==> src/rtl/mem_port_arbiter_if.sv <==
// External memory req/ack bus shared by the I-side and D-side of the core.
// The arbiter drives the request fields; the memory answers with a one-cycle ack.
interface mem_port_arbiter_if;
  logic        mem_req;
  logic        mem_we;
  logic [3:0]  mem_be;
  logic [31:0] mem_addr;
  logic [31:0] mem_wdata;
  logic [31:0] mem_rdata;
  logic        mem_ack;

  // mem_req rises and stays high until the cycle mem_ack is seen; all request
  // fields are stable while mem_req is high; mem_ack may arrive in the first
  // cycle of mem_req and is sampled on the rising clock edge.
  modport master (
    output mem_req, mem_we, mem_be, mem_addr, mem_wdata,
    input  mem_rdata, mem_ack
  );

  modport slave (
    input  mem_req, mem_we, mem_be, mem_addr, mem_wdata,
    output mem_rdata, mem_ack
  );
endinterface

==> src/rtl/mem_port_arbiter.sv <==
// Shares one external memory port between instruction fetch and load/store,
// one access at a time, and raises mem_stall while any request is unserved.
module mem_port_arbiter #(
  parameter int TIMEOUT = 255,
  parameter int CNT_W   = 8
) (
  input  logic               clk,
  input  logic               reset,
  input  logic               i_req,
  input  logic [31:0]        i_addr,
  output logic [31:0]        i_rdata,
  output logic               i_done,
  input  logic               d_req,
  input  logic               d_we,
  input  logic [3:0]         d_be,
  input  logic [31:0]        d_addr,
  input  logic [31:0]        d_wdata,
  output logic [31:0]        d_rdata,
  output logic               d_done,
  mem_port_arbiter_if.master mem,
  output logic               mem_stall,
  output logic               bus_err,
  output logic [1:0]         fsm_state
);

  typedef enum logic [1:0] {
    IDLE  = 2'd0,
    D_ACC = 2'd1,
    I_ACC = 2'd2
  } state_t;

  state_t           state;
  state_t           state_next;
  logic [CNT_W-1:0] cnt;
  logic             we_q;
  logic [3:0]       be_q;
  logic [31:0]      addr_q;
  logic [31:0]      wdata_q;

  logic d_pend;
  logic i_pend;
  logic in_acc;
  logic timed_out;
  logic finish;
  logic grant_d;
  logic grant_i;

  assign d_pend    = d_req & ~d_done;
  assign i_pend    = i_req & ~i_done;
  assign in_acc    = (state == D_ACC) || (state == I_ACC);
  assign timed_out = (cnt == CNT_W'(TIMEOUT));
  // An ack in the same cycle as the timeout still counts as a normal completion.
  assign finish    = in_acc & (mem.mem_ack | timed_out);
  assign grant_d   = (state_next == D_ACC) && (state != D_ACC);
  assign grant_i   = (state_next == I_ACC) && (state != I_ACC);

  always_ff @(posedge clk or posedge reset) begin
    if (reset) state <= IDLE;
    else       state <= state_next;
  end

  // D-side wins ties: the load/store belongs to the older instruction.
  always_comb begin
    state_next = state;
    case (state)
      IDLE: begin
        if (d_pend)      state_next = D_ACC;
        else if (i_pend) state_next = I_ACC;
      end
      D_ACC: begin
        if (finish) state_next = i_pend ? I_ACC : IDLE;
      end
      I_ACC: begin
        if (finish) state_next = d_pend ? D_ACC : IDLE;
      end
      default: state_next = IDLE;
    endcase
  end

  always_comb begin
    mem.mem_req   = in_acc;
    mem.mem_we    = we_q;
    mem.mem_be    = be_q;
    mem.mem_addr  = addr_q;
    mem.mem_wdata = wdata_q;
    mem_stall     = (i_req & ~i_done) | (d_req & ~d_done);
    fsm_state     = state;
  end

  always_ff @(posedge clk or posedge reset) begin
    if (reset) begin
      we_q    <= 1'b0;
      be_q    <= 4'h0;
      addr_q  <= 32'h0;
      wdata_q <= 32'h0;
      cnt     <= '0;
      bus_err <= 1'b0;
      i_rdata <= 32'h0;
      d_rdata <= 32'h0;
      i_done  <= 1'b0;
      d_done  <= 1'b0;
    end else begin
      if (grant_d) begin
        we_q    <= d_we;
        be_q    <= d_be;
        addr_q  <= d_addr;
        wdata_q <= d_wdata;
      end else if (grant_i) begin
        we_q    <= 1'b0;
        be_q    <= 4'hf;
        addr_q  <= i_addr;
        wdata_q <= 32'h0;
      end

      if (finish || !in_acc) cnt <= '0;
      else                   cnt <= cnt + 1'b1;

      if (finish && !mem.mem_ack) bus_err <= 1'b1;

      if (finish && state == D_ACC) d_rdata <= mem.mem_ack ? mem.mem_rdata : 32'h0;
      if (finish && state == I_ACC) i_rdata <= mem.mem_ack ? mem.mem_rdata : 32'h0;

      // A side whose request was withdrawn mid-access completes on the bus but is not marked done.
      if (finish && state == D_ACC && d_req) d_done <= 1'b1;
      else if (!mem_stall)                   d_done <= 1'b0;

      if (finish && state == I_ACC && i_req) i_done <= 1'b1;
      else if (!mem_stall)                   i_done <= 1'b0;
    end
  end

endmodule

==> src/flat_wrapper.sv <==
// flat-port wrapper written by rule: the top's interface ports become plain ports
module mem_port_arbiter_flat 
#(
  parameter int TIMEOUT = 255,
  parameter int CNT_W   = 8
)
  (clk, reset, i_req, i_addr, i_rdata, i_done, d_req, d_we, d_be, d_addr, d_wdata, d_rdata, d_done, mem_stall, bus_err, fsm_state, mem_mem_req, mem_mem_we, mem_mem_be, mem_mem_addr, mem_mem_wdata, mem_mem_rdata, mem_mem_ack);
  mem_port_arbiter_if mem_i ();
  input  logic clk;
  input  logic reset;
  input  logic i_req;
  input  logic [31:0] i_addr;
  output logic [31:0] i_rdata;
  output logic i_done;
  input  logic d_req;
  input  logic d_we;
  input  logic [3:0] d_be;
  input  logic [31:0] d_addr;
  input  logic [31:0] d_wdata;
  output logic [31:0] d_rdata;
  output logic d_done;
  output logic mem_stall;
  output logic bus_err;
  output logic [1:0] fsm_state;
  output wire logic [$bits(mem_i.mem_req)-1:0] mem_mem_req;
  output wire logic [$bits(mem_i.mem_we)-1:0] mem_mem_we;
  output wire logic [$bits(mem_i.mem_be)-1:0] mem_mem_be;
  output wire logic [$bits(mem_i.mem_addr)-1:0] mem_mem_addr;
  output wire logic [$bits(mem_i.mem_wdata)-1:0] mem_mem_wdata;
  input wire logic [$bits(mem_i.mem_rdata)-1:0] mem_mem_rdata;
  input wire logic [$bits(mem_i.mem_ack)-1:0] mem_mem_ack;
  assign mem_mem_req = mem_i.mem_req;
  assign mem_mem_we = mem_i.mem_we;
  assign mem_mem_be = mem_i.mem_be;
  assign mem_mem_addr = mem_i.mem_addr;
  assign mem_mem_wdata = mem_i.mem_wdata;
  assign mem_i.mem_rdata = mem_mem_rdata;
  assign mem_i.mem_ack = mem_mem_ack;
  mem_port_arbiter #(.TIMEOUT(TIMEOUT), .CNT_W(CNT_W)) u_core (.clk(clk), .reset(reset), .i_req(i_req), .i_addr(i_addr), .i_rdata(i_rdata), .i_done(i_done), .d_req(d_req), .d_we(d_we), .d_be(d_be), .d_addr(d_addr), .d_wdata(d_wdata), .d_rdata(d_rdata), .d_done(d_done), .mem(mem_i), .mem_stall(mem_stall), .bus_err(bus_err), .fsm_state(fsm_state));
endmodule
==> config.mk <==
export PLATFORM = sky130hd
export DESIGN_NAME = mem_port_arbiter_flat
export DESIGN_NICKNAME = d
export VERILOG_FILES = /design/src/rtl/mem_port_arbiter_if.sv /design/src/rtl/mem_port_arbiter.sv /design/src/flat_wrapper.sv
export SDC_FILE = /design/constraint.sdc
export NUM_CORES = 1
export LEC_CHECK = 0
export BUFFER_PORTS_ARGS = -buffer_cell sky130_fd_sc_hd__buf_2
export CAP_MARGIN = 15
export CORE_UTILIZATION = 30
export DETAILED_ROUTE_END_ITERATION = 8
export PLACE_DENSITY = 0.58
export RECOVER_POWER = 100
export SYNTH_ARGS = -nofsm -noshare
export SYNTH_HDL_FRONTEND = slang
export SYNTH_SLANG_ARGS = --single-unit
export TNS_END_PERCENT = 10
==> constraint.sdc <==
create_clock -name clk -period 8.1 [get_ports clk]
set_clock_uncertainty 0.05 [all_clocks]
set_input_delay 1.62 -clock clk [delete_from_list [all_inputs] [get_ports clk]]
set_output_delay 1.62 -clock clk [all_outputs]
set_load 0.01 [all_outputs]
==> results of run 1 <==
-- metrics by stage --
step	area, µm²	setup WS, ns
2_1_floorplan	6020	2.51
3_5_place_dp	7610	3.92
5_1_grt	8040	2.08
6_report	8040	2.94
3_3_place_gp	7610	3.96
4_1_cts	8240	4.08
-- cell usage in the layout (no fill, tap or decap), drive strengths merged, types with 2 or more instances in the layout --
| cell type | netlist | layout |
|---|---|---|
| and4 | 2 | 2 |
| and2 | 2 | 2 |
| a21oi | 3 | 3 |
| nor2 | 15 | 15 |
| nand3 | 37 | 37 |
| mux2i | 32 | 32 |
| and3 | 2 | 2 |
| dfrtp | 146 | 146 |
| clkinvlp | 0 | 2 |
| a31oi | 5 | 5 |
| clkinv | 0 | 4 |
| o21ai | 97 | 97 |
| a32o | 2 | 2 |
| ha | 5 | 5 |
| inv | 8 | 9 |
| xor2 | 3 | 3 |
| buf | 14 | 139 |
| clkbuf | 24 | 162 |
| xnor2 | 3 | 3 |
| nand2 | 199 | 199 |
| bufinv | 0 | 4 |
| nor2b | 3 | 3 |
-- cell families (layout without fill, tap and decap cells) --
logic type | Yosys count | in the layout | synth area share [%]
flops | 146 | 146 | 60.6
xor+xnor | 6 | 6 | 0.872
mux | 32 | 32 | 5.32
simple gates | 263 | 263 | 17.7
fa+ha+maj | 5 | 5 | 1.04
compound gates | 116 | 116 | 10.9
buf+inv | 46 | 320 | 3.49
-- flip-flops by register name, indices dropped and copies added (netlist names), 2 cells and up --
name,count
u_core.cnt,8
u_core.i_rdata,32
u_core.mem.mem_be,4
u_core.d_rdata,32
u_core.fsm_state,2
u_core.mem.mem_addr,32
u_core.mem.mem_wdata,32
-- area by class of cell --
type / count / area (µm²) / share of cell area [%]
timing repair buffer: 281 / 1240 / 15.4
tap: 265 / 332 / 4.13
sequential: 146 / 3650 / 45.5
inverter: 8 / 31.3 / 0.389
clock inverter: 11 / 176 / 2.19
clock buffer: 20 / 457 / 5.68
multi-input combinational: 422 / 2150 / 26.8
-- layer usage --
| layer | vias to the layer above | track usage [%] | wire [µm] |
|---|---|---|---|
| met5 | - | 0 | 0 |
| li1 | 2571 | - | - |
| met3 | 11 | 6.23 | 1400 |
| met2 | 206 | 25.5 | 7470 |
| met4 | 0 | 5.04 | 139 |
| met1 | 2411 | 20.2 | 7320 |
-- report_power, final --
part / total [mW] / switching [mW] / internal (mW)
clock network: 0.849 / 0.316 / 0.534
logic: 1.28 / 0.833 / 0.443
registers: 1.24 / 0.175 / 1.06
-- worst max path at each step --
| stage | depth (start not counted) | to | from | slack (ns) |
|---|---|---|---|---|
| after floorplan | 1 | u_core.bus_err$_DFFE_PP0P_ | reset | 2.51 |
| after global placement | 7 | u_core.mem.mem_addr[4]$_DFFE_PP0P_ | mem_mem_ack | 3.96 |
| after detailed placement | 6 | u_core.mem.mem_addr[8]$_DFFE_PP0P_ | mem_mem_ack | 3.92 |
| after CTS | 4 | mem_stall | d_req | 4.08 |
| after global routing | 3 | u_core.mem.mem_addr[13]$_DFFE_PP0P_ | reset | 2.08 |
| final | 3 | u_core.mem.mem_addr[12]$_DFFE_PP0P_ | reset | 2.94 |
==> impl_metrics.csv, run 1 <==
group,metric,value,unit
run_status,status,"complete, but fails checks",
run_status,failed_checks,"capacitance limit, slew limit",
cells_and_area,final_layout_size_suffix_gt1_share,19.7,%
synthesis,synth-main-ff-cell,"dfrtp_1",
grt,grt_max_degree,98,
timing,finalMaxSlewViolations,315,
clock_network,path_clk_slew,0.06,ns
worst_setup_path,r2r_setup_slack,4.92,ns
synthesis,ys_top_cells_by_area,"dfrtp_1, nand2_1, o21ai_0",
grt,grt_antenna_before_repair,0,
clock_network,ctsRootBufferMaster,"clkbuf_16",
cells_and_area,flow.area_growth_from_synthesis,33.4,%
clock_network,cts.repair.resized,0,
cells_and_area,final_util,41.0,%
synthesis,post_synth.cell_area_avg,9.81,µm²
die,design.die.area,20700,µm²
die,std_cell_rows,51,
timing,final_report_hold_violation_count,0,
route,wl_per_cell,14.2,µm
worst_setup_path,cp_data_arrival_time,5.35,ns
synthesis,synth_area,6020,µm²
clock_network,clockBufferDepth,2,
route,drt-vias-per-instance,4.51,
route,vias_post_dr,5199,
run,max-cap-violations,5,
synthesis,yosysUniqueCellTypes,36,
place,place_congestion,0.723,
worst_setup_path,critical-path-slowest-cell,"clkinvlp_2",
worst_setup_path,worstReg2RegEnd,"u_core.i_rdata[3]$_DFFE_PP0P_",
route,drtIter0Drc,220,
cells_and_area,filler_cell_count,2047,
synthesis,synth_cells,614,
worst_setup_path,crit_path_cell_trace,"buf_2 -> clkinvlp_2 -> clkbuf_2",
cells_and_area,num-nets-final,1019,
timing,count_of_final_setup_violators,0,
worst_setup_path,cp.buffers_inverters,3,
place,placed_cells,1122,
timing,fmax,0.194,GHz
clock_network,clock-sinks,146,
die,ios,278,
worst_hold_path,min_delay_worst_endpoint,"u_core.bus_err$_DFFE_PP0P_",
power,ir_worst_vdd,0.182,mV
synthesis,yosysWarningCount,0,
worst_setup_path,timing.setup.critical_path_class,"primary input to asynchronous set/reset pin",
route,final_antenna_net_count,0,
worst_setup_path,critical_path.max_stage_delay,2.07,ns
synthesis,yosys-top-cells-count,"nand2_1, dfrtp_1, o21ai_0, nand3_1, mux2i_1",
timing,tns,0,ns
grt,grt_pass1_vias,4948,
place,buffer_ports.inserted,277,
synthesis,synth_seq_cells,146,
synthesis,syn-num-nets,757,
clock_network,cts_hold_repair.buffers,0,
worst_setup_path,reg2reg_depth,6,
grt,globalRouteOverflowTotal,0,
clock_network,setup_buffers_after_cts,0,
worst_hold_path,worstHoldPathCells,1,
timing,max_slew_margin,-151,%
worst_setup_path,crit_required,8.29,ns
route,remaining_drc_errors,0,
synthesis,post-synth-top-area-fraction,60.6,%
grt,grt_util_all_layers,16.1,%
clock_network,clock_latency,0.41,ns
clock_network,cts_inserted_buffers,17,
route,drt_wl_total,16300,µm
synthesis,post-synth-top-count-cell,"nand2_1",
power,power.density_cell_area,418,nW/µm²
timing,timing.final.crit_share,63.8,%
worst_setup_path,worst_path_dominant_cell_family,"buffers and inverters",
die,core,19600,µm²
worst_hold_path,worstHoldStart,"u_core.bus_err$_DFFE_PP0P_",
cells_and_area,antenna_cells_inserted,0,
synthesis,synthDominantAreaCellType,"dfrtp_1",
timing,worst_hold_slack,0.424,ns
place,post_detailed_placement_half_perimeter_wirelength,11000,µm
power,cellLeakagePower,4.04,nW
synthesis,synth-edff-count,0,
timing,grt_setup_unrepaired,"no",
timing,slew_at_the_pin_with_the_worst_max_slew_slack,3.74,ns
die,dieHeight,144,µm
clock_network,cts_tree,"done",
route,drtPass1Iterations,6,
die,floorplan.initialDensity,30.8,%
worst_setup_path,crit_fanout,84,
synthesis,seq_area_frac_synth,60.6,%
clock_network,htree_num_levels,4,
power,tot_pwr,3.36,mW
synthesis,synthArstFlopShare,100,%
worst_hold_path,worstHoldPathType,"flip-flop to flip-flop",
die,die_w,144,µm
grt,grt_pass1_wl,25500,µm
worst_setup_path,timing.critical_path.from_type,"primary input",
worst_setup_path,crit_path_end_kind,"asynchronous set/reset pin",
cells_and_area,fin_cells,1153,
timing,fin_crit,5.16,ns
worst_setup_path,origin_of_the_critical_flop_to_flop_path,"u_core.cnt[0]$_DFF_PP0_",
(Power assumes the default switching activity.)
==> run 2: changes to the inputs <==
Clock period 8.1 ns to 5.2 ns, I/O delays scaled along.
==> run 2 against run 1 <==
Against the previous run:
- the flow still finishes with violations (capacitance limit, slew limit)
- sequential share of layout area down 0.20 points
- sequential power up 55%
- combinational power up 61%
- die area unchanged
- first-iteration DRC count down 22%
- global-route usage down 0.064 points
- wire length down 1.2%
- via count up 0.46%
==> impl_metrics.csv, run 2 (same netlist as run 1, synthesis figures left out) <==
group,metric,value,unit
timing,tns,0,ns
place,placement.cell_area,7660,µm²
timing,count_of_final_setup_violators,0,
grt,grt_antenna_before_repair,0,
worst_setup_path,r2r_setup_slack,2.14,ns
timing,fin_crit,3.79,ns
worst_hold_path,worstHoldPathCells,2,
worst_setup_path,crit_path_end_kind,"flip-flop",
clock_network,cts.repair.resized,0,
die,design.die.area,20700,µm²
clock_network,cts_tree,"done",
worst_setup_path,origin_of_the_critical_flop_to_flop_path,"u_core.fsm_state[1]$_DFF_PP0_",
clock_network,path_clk_slew,0.06,ns
cells_and_area,final_layout_size_suffix_gt1_share,20.2,%
cells_and_area,layout_commonest_cell,"nand2_1",
worst_setup_path,timing.critical_path.from_type,"primary input",
route,remaining_drc_errors,0,
cells_and_area,final_cell_area,8070,µm²
grt,grt_pass1_wl,25500,µm
cells_and_area,flow.area_growth_from_synthesis,34.0,%
die,std_cell_rows,51,
die,die_w,144,µm
timing,max_slew_margin,-64.5,%
worst_setup_path,crit_required,5.44,ns
route,wl_per_cell,13.9,µm
power,cellLeakagePower,4.04,nW
timing,slew_at_the_pin_with_the_worst_max_slew_slack,2.47,ns
clock_network,cts_hold_repair.buffers,0,
timing,setup_ws,1.41,ns
worst_setup_path,worst_path_dominant_cell_family,"buffers and inverters",
worst_setup_path,reg2reg_depth,8,
clock_network,ctsRootBufferMaster,"clkbuf_16",
power,power.density_cell_area,647,nW/µm²
clock_network,clock-sinks,146,
worst_hold_path,worstHoldPathType,"flip-flop to flip-flop",
worst_setup_path,cp_data_arrival_time,4.03,ns
run_status,status,"complete, but fails checks",
grt,globalRouteOverflowTotal,0,
grt,grt_max_degree,115,
timing,grt_setup_unrepaired,"no",
route,vias_post_dr,5223,
route,drtPass1Iterations,4,
die,core,19600,µm²
timing,finalMaxSlewViolations,151,
place,buffer_ports.inserted,277,
worst_setup_path,timing.setup.critical_path_class,"primary input to flip-flop",
cells_and_area,final_util,41.2,%
timing,fmax,0.264,GHz
cells_and_area,num-nets-final,1022,
timing,final_report_hold_violation_count,0,
die,floorplan.initialDensity,30.8,%
grt,grt_pass1_vias,5062,
power,ir_worst_vdd,0.238,mV
worst_setup_path,cp.buffers_inverters,2,
clock_network,setup_buffers_after_cts,0,
place,place_congestion,0.743,
run,max-cap-violations,2,
worst_setup_path,crit_fanout,35,
worst_setup_path,worstReg2RegEnd,"u_core.mem.mem_addr[11]$_DFFE_PP0P_",
worst_hold_path,min_delay_worst_endpoint,"u_core.i_rdata[14]$_DFFE_PP0P_",
route,drt_wl_total,16100,µm
route,final_antenna_net_count,0,
die,ios,278,
clock_network,clockBufferDepth,2,
worst_setup_path,critical_path.max_stage_delay,1.17,ns
worst_hold_path,worstHoldStart,"u_core.i_rdata[14]$_DFFE_PP0P_",
worst_setup_path,crit_path_cell_trace,"clkbuf_1 -> a21o_1 -> nand4_1 -> a2111oi_4 -> buf_4 -> o21ai_0",
place,post_detailed_placement_half_perimeter_wirelength,11100,µm
timing,timing.final.crit_share,73.0,%
place,post-place-ws,1.58,ns
route,drtIter0Drc,172,
cells_and_area,filler_cell_count,2066,
route,drt-vias-per-instance,4.51,
grt,grt_util_all_layers,16.1,%
cells_and_area,final_cell_mix,"nand2_1, dfrtp_1, clkbuf_1",
run_status,failed_checks,"capacitance limit, slew limit",
die,dieHeight,144,µm
timing,worst_hold_slack,0.427,ns
clock_network,cts_inserted_buffers,17,
clock_network,htree_num_levels,4,
clock_network,clock_latency,0.41,ns
worst_setup_path,critical-path-slowest-cell,"clkbuf_1",
## run 2: stage by stage
| step | std cells | power (mW) |
|---|---|---|
| after floorplan | 614 | 3.30 |
| final | 1158 | 5.22 |
| after global placement | 1125 | 4.14 |
| after CTS | 1157 | 5.44 |
| after detailed placement | 1125 | 4.18 |
| after global routing | 1157 | 5.69 |
## run 2: final cells by class
type	count	area (µm²)	area share [%]
diodes	1	2.50	0.0310
clock buffers	19	443	5.49
clock inverters	13	153	1.89
inverters	8	33.8	0.418
multi-input cells	422	2170	26.9
flip-flops and latches	146	3650	45.3
well taps	265	332	4.11
repair buffers	284	1280	15.9
## run 2: how the worst max path moves through the flow
stage / start / endpoint / slack (ns) / cells past startpoint
floorplan: reset / u_core.bus_err$_DFFE_PP0P_ / 0.19 / 1
global route: mem_mem_ack / u_core.mem.mem_addr[11]$_DFFE_PP0P_ / 1.09 / 6
global placement: mem_mem_ack / u_core.mem.mem_addr[9]$_DFFE_PP0P_ / 1.68 / 7
CTS: mem_mem_ack / u_core.mem.mem_addr[12]$_DFFE_PP0P_ / 2.03 / 6
detailed placement: mem_mem_ack / u_core.mem.mem_addr[12]$_DFFE_PP0P_ / 1.58 / 6
finish: mem_mem_ack / u_core.mem.mem_addr[11]$_DFFE_PP0P_ / 1.41 / 6
## run 2: worst reg2reg max path, cell delays in order, from the launching register on
cell and delay (ns):
dfrtp_1 0.42, inv_1 0.09, ha_1 0.35, nor2_1 0.09, a211o_1 0.29, o211a_1 0.31
a2111oi_4 0.89, buf_4 0.34, o21ai_0 0.11
## run 2: report_power, final
group,internal [mW],total [mW],switching [mW]
combinational,0.750,2.06,1.31
sequential,1.66,1.92,0.267
clock,0.729,1.24,0.510
## run 2: routing by layer
| metal | vias to the layer above | global-route usage, % | share of wire (%) | routed length, µm |
|---|---|---|---|---|
| li1 | 2577 | - | - | - |
| met1 | 2406 | 19.7 | 44 | 7170 |
| met2 | 223 | 25.6 | 45 | 7340 |
| met3 | 17 | 5.90 | 8.7 | 1410 |
| met4 | 0 | 5.99 | 1.4 | 218 |
| met5 | - | 0 | 0 | 0 |
